===== src/rtl/mac_requant_pkg.sv =====
// Shared widths, limits and FSM state type for the MAC requantization path.
package mac_requant_pkg;

    localparam int IN_W      = 19;
    localparam int ACC_W     = 32;
    localparam int MULT_W    = 16;
    localparam int SHIFT_W   = 5;
    localparam int OUT_W     = 8;
    localparam int MAX_BEATS = 256;

    localparam int PROD_W = ACC_W + MULT_W + 1;
    localparam int CNT_W  = $clog2(MAX_BEATS);

    localparam logic signed [PROD_W-1:0] OUT_MAX = PROD_W'((2 ** (OUT_W - 1)) - 1);
    localparam logic signed [PROD_W-1:0] OUT_MIN = PROD_W'(-(2 ** (OUT_W - 1)));

    typedef enum logic [1:0] {
        ACC  = 2'd0,
        MUL  = 2'd1,
        RND  = 2'd2,
        HOLD = 2'd3
    } state_t;

endpackage


===== src/rtl/mac_requant_round_sat.sv =====
// Combinational shift, optional round-half-up and int8 saturation.
// Round-half-up is enabled by defining MAC_REQUANT_ROUND_EN; otherwise truncation toward -inf.
import mac_requant_pkg::*;

module requant_round_sat (
    input  logic [PROD_W-1:0]  prod,
    input  logic [SHIFT_W-1:0] shift,
    output logic [OUT_W-1:0]   value,
    output logic               clip
);

    localparam logic [PROD_W-1:0] ROUND_ONE = PROD_W'(1);

    logic signed [PROD_W-1:0] biased;
    logic signed [PROD_W-1:0] shifted;

    // Apply rounding offset, shift, then clamp to the output range.
    always_comb begin
        biased = $signed(prod);
`ifdef MAC_REQUANT_ROUND_EN
        if (shift != {SHIFT_W{1'b0}}) begin
            biased = $signed(prod) + $signed(ROUND_ONE << (shift - SHIFT_W'(1)));
        end else begin
            biased = $signed(prod);
        end
`endif
        shifted = biased >>> shift;
        if (shifted > OUT_MAX) begin
            value = OUT_MAX[OUT_W-1:0];
            clip  = 1'b1;
        end else if (shifted < OUT_MIN) begin
            value = OUT_MIN[OUT_W-1:0];
            clip  = 1'b1;
        end else begin
            value = shifted[OUT_W-1:0];
            clip  = 1'b0;
        end
    end

endmodule


===== src/rtl/mac_requant.sv =====
// Accumulates a frame of signed dot products plus bias and requantizes it to int8.
// Rounding mode selected at build time by MAC_REQUANT_ROUND_EN.
import mac_requant_pkg::*;

module mac_requant (
    input  logic               i_clk,
    input  logic               i_rst,
    input  logic               i_valid,
    input  logic [IN_W-1:0]    i_data,
    input  logic               i_last,
    input  logic [ACC_W-1:0]   i_bias,
    input  logic [MULT_W-1:0]  i_mult,
    input  logic [SHIFT_W-1:0] i_shift,
    output logic               o_ready,
    output logic               o_valid,
    output logic [OUT_W-1:0]   o_data,
    output logic               o_sat,
    input  logic               i_ready,
    output logic               o_drop,
    output logic               o_ovf
);

    state_t                   state;
    logic signed [ACC_W-1:0]  acc;
    logic [CNT_W-1:0]         count;
    logic [MULT_W-1:0]        mult;
    logic [SHIFT_W-1:0]       shift;
    logic signed [PROD_W-1:0] prod;

    logic                     beat;
    logic                     first;
    logic                     at_limit;
    logic signed [ACC_W-1:0]  acc_next;
    logic signed [MULT_W:0]   mult_ext;
    logic [OUT_W-1:0]         rs_value;
    logic                     rs_clip;

    assign o_ready  = (state == ACC);
    assign beat     = i_valid && o_ready;
    assign first    = (count == {CNT_W{1'b0}});
    assign at_limit = (count == CNT_W'(MAX_BEATS - 1));
    // The first beat of a frame starts from the bias instead of the running sum.
    assign acc_next = (first ? $signed(i_bias) : acc) + ACC_W'($signed(i_data));
    assign mult_ext = {1'b0, mult};

    requant_round_sat u_round_sat (
        .prod  (prod),
        .shift (shift),
        .value (rs_value),
        .clip  (rs_clip)
    );

    // Frame FSM: accumulate, multiply, round/saturate, hold until handshake.
    always_ff @(posedge i_clk or posedge i_rst) begin
        if (i_rst) begin
            state   <= ACC;
            acc     <= '0;
            count   <= '0;
            mult    <= '0;
            shift   <= '0;
            prod    <= '0;
            o_valid <= 1'b0;
            o_data  <= '0;
            o_sat   <= 1'b0;
            o_drop  <= 1'b0;
            o_ovf   <= 1'b0;
        end else begin
            if (i_valid && !o_ready) begin
                o_drop <= 1'b1;
            end
            case (state)
                ACC: begin
                    if (beat) begin
                        acc   <= acc_next;
                        count <= count + CNT_W'(1);
                        if (first) begin
                            mult  <= i_mult;
                            shift <= i_shift;
                        end
                        if (i_last || at_limit) begin
                            state <= MUL;
                            if (!i_last) begin
                                o_ovf <= 1'b1;
                            end
                        end
                    end
                end
                MUL: begin
                    prod  <= PROD_W'(acc) * PROD_W'(mult_ext);
                    state <= RND;
                end
                RND: begin
                    o_data  <= rs_value;
                    o_sat   <= rs_clip;
                    o_valid <= 1'b1;
                    state   <= HOLD;
                end
                HOLD: begin
                    if (i_ready) begin
                        o_valid <= 1'b0;
                        acc     <= '0;
                        count   <= '0;
                        state   <= ACC;
                    end
                end
                default: begin
                    state <= ACC;
                end
            endcase
        end
    end

endmodule


===== config.mk =====
export PLATFORM = sky130hd
export DESIGN_NAME = mac_requant
export DESIGN_NICKNAME = d
export VERILOG_FILES = /design/src/rtl/mac_requant_pkg.sv /design/src/rtl/mac_requant_round_sat.sv /design/src/rtl/mac_requant.sv
export SDC_FILE = /design/constraint.sdc
export NUM_CORES = 2
export LEC_CHECK = 0
export ABC_AREA = 0
export CAP_MARGIN = 15
export CORE_MARGIN = 1
export CORE_UTILIZATION = 37
export DETAILED_ROUTE_END_ITERATION = 10
export PLACE_DENSITY = 0.59
export SYNTH_ARGS = -nofsm -noshare
export SYNTH_HDL_FRONTEND = slang
export SYNTH_SLANG_ARGS = --single-unit

===== constraint.sdc =====
create_clock -name i_clk -period 8.21 [get_ports i_clk]
set_clock_uncertainty 0.2 [all_clocks]
set_input_delay 1.2315 -clock i_clk [delete_from_list [all_inputs] [get_ports i_clk]]
set_output_delay 1.2315 -clock i_clk [all_outputs]
set_load 0.05 [all_outputs]

==> flow_metrics.tcl <==
set metrics [dict create \
    status "finished clean" \
    place_area_um2 29700 \
    synth.distinct_cells 83 \
    crit_family "adder cells" \
    crit_fanout 23 \
    hold_viol 0 \
    die_h_um 277 \
    crit_path_frequent_cell "fa_1" \
    vias 20766 \
    grt_overflow 0 \
    synth_simple_gate_area_frac 0.151 \
    cap_viol_max_count 0 \
    htree_levels 4 \
    core_um2 74600 \
    start_util 0.375 \
    crit_chain "and2_1, fa_1, inv_1, fa_1, fa_1, inv_1, fa_1, fa_1, inv_1, fa_1, inv_1, ha_1, a21oi_1, o21ai_0, nor2_1, o41ai_4, a21oi_2, o311ai_1, nor3_1, or4_1, o211ai_1" \
    fmax_ghz 0.133 \
    avgSynthCellArea_um2 9.14 \
    root_buffer "clkbuf_16" \
    hpwl_mm 58.0 \
    rows 100 \
    rsz0062_at_grt "no" \
    grt_max_degree 76 \
    fin_util 0.407 \
    stdcell_area_um2 30300 \
    yosys.cell_count.top_type "inv_1" \
    first_global_vias 22624 \
    ys_seq_elements 124 \
    diodes 0 \
    gp_congestion 0.882 \
    synth.cell_area_um2 27900 \
    die_w_um 277 \
    yosys-top-cells-area "fa_1 35%, dfrtp_1 11%, inv_1 8.2%" \
    fill_cells 7390 \
    worstSetupStartpointType "flip-flop" \
    setup_tns_ns 0 \
    pin_count 90 \
    worst_pin_slew_ns 0.977 \
    area_delta_synth_final_pct 8.48 \
    drtIter0Drc 1208 \
    die-area_um2 76600 \
    synth-seq-area-share 0.111 \
    synth_top_family_by_area "adder cells" \
    muxShareOfSynthArea 0.109 \
    via_per_inst 5.15 \
    hp-class "flip-flop to flip-flop" \
    drc 0 \
    yosysTopAreaCell "fa_1" \
    period_needed_ns 7.50 \
    cts_repair_resize_count 0 \
    nets 3774 \
    synth-compound-area-share 0.0796 \
    synth_edf_count 0 \
    dr.pass1.iters 5 \
    clock-sinks 124 \
    crit_buf_inv 4 \
    clock_tree.buffer_depth 2 \
    path_class "flip-flop to flip-flop" \
    critPathMaxStageDelay_ns 0.92 \
    post_cts_buffers 0 \
    slowest_stage "dfrtp_1" \
    numCtsBuffers 17 \
    syn_nets 3779 \
    synth_xor_area_frac 0.0238 \
    end_kind "flip-flop" \
    fin_ws_ns 0.709 \
    finalMaxSlewViolations 0 \
    wl_mm 72.9 \
    path_clk_slew_ns 0.07 \
    drt-wirelength-per-cell_um 18.1 \
    cts_tree "yes" \
    insertion_delay_ns 0.50 \
    synth_fa_ha_area_frac 0.420 \
    drive_gt1_frac 0.0877 \
    drtAntennaViolNets 0 \
    dp_slack_ns 0.745 \
    setup_violations 0 \
    synth_cells 3058 \
    critPathRequiredTime_ns 8.41 \
    synthArstFlopShare 1.00 \
    period_share 0.914 \
    track_usage 0.202 \
    slew_headroom 0.348 \
    synth_top_cell_area_share 0.351 \
    hold_buffers 0 \
    ys.flop_type "dfrtp_1" \
    cp.arrival_ns 7.70 \
    ys_top_cells_by_count "612 x inv_1, 490 x fa_1, 409 x nand2_1, 241 x and2_1, 154 x ha_1" \
    yosysWarningCount 0 \
    antenna_found_initial 0 \
    grt_pass1_wl_mm 122 \
    placement.io_buffers 89 \
]
-- cell families after synthesis --
family,count (synthesis)
xor gates and xnor gates,76
buffers and inverters,771
AOI/OAI and AO/OA,339
DFF,124
adders and majority gates,644
muxes,225
and+or+nand+nor,879
-- per-stage QoR --
| stage | hold WS, ns | instances |
|---|---|---|
| global route | 0.294 | 4035 |
| detailed placement | 0.248 | 4003 |
| CTS | 0.261 | 4035 |
| finish | 0.255 | 4035 |
| floorplan | 0.275 | 3058 |
| global placement | 0.250 | 4003 |
-- registers in the layout, indices dropped and copies added, names as in the netlist --
signal   flops
prod        49
o_ovf        1
count        8
o_sat        1
o_data       8
acc         32
mult        16
o_drop       1
o_valid      1
shift        5
state        2
-- worst paths after layout --
path                            startpoint       end  slack [ns]  cells after the start
worst min-delay path                o_drop    o_drop        0.25                      1
worst max register to register     mult[5]  prod[48]        0.71                     21
worst max-delay path               mult[5]  prod[48]        0.71                     21
max in group asynchronous            i_rst  prod[13]        5.53                      3
worst min register to register      o_drop    o_drop        0.25                      1
min in group asynchronous            i_rst    o_drop        1.03                      2
-- layout by cell type (no fill, tap or decap), types with 11 or more instances in the layout --
cell and n:
nand2b_1 16, xor2_1 29, inv_1 611, nand2_1 409, a21oi_1 97, fa_1 490, clkbuf_16 17, a31oi_1 11
mux2_2 126, nor3_1 14, dfrtp_1 121, nand4_1 21, xnor2_1 47, o21ai_0 79, mux2i_1 50, o211ai_1 15
nor2b_1 15, ha_1 153, a21o_1 26, mux4_2 39, nor2_1 100, o21bai_1 13, clkdlybuf4s50_1 89, a211oi_1 14
and2_1 241, buf_4 44, nand3_1 24
-- per-layer routing --
| layer | part of all wire | up-vias | GRT usage |
|---|---|---|---|
| met5 | 0 | - | 0 |
| met4 | 0.035 | 0 | 0.0782 |
| met3 | 0.037 | 115 | 0.0213 |
| met2 | 0.52 | 464 | 0.366 |
| met1 | 0.41 | 10625 | 0.246 |
| li1 | - | 9562 | - |
-- worst reg2reg max path, delay by kind of cell, from the launching register on --
kind / cells / cell delay, ns
fa+ha+maj: 7 / 3.29
compound gates: 6 / 1.80
simple gates: 4 / 0.98
flops: 1 / 0.92
buf+inv: 4 / 0.22
-- cell type report --
type | count | area, um^2 | area share
inverter | 614 | 2310 | 0.0762
clock inverter | 13 | 143 | 0.00470
timing repair buffer | 133 | 1220 | 0.0403
multi-input combinational | 2163 | 21900 | 0.722
tap | 969 | 1210 | 0.0400
sequential | 124 | 3110 | 0.103
clock buffer | 19 | 433 | 0.0143
Power is not shown: default switching activity piles up to over one toggle a cycle in this logic, so the estimate is an artifact.
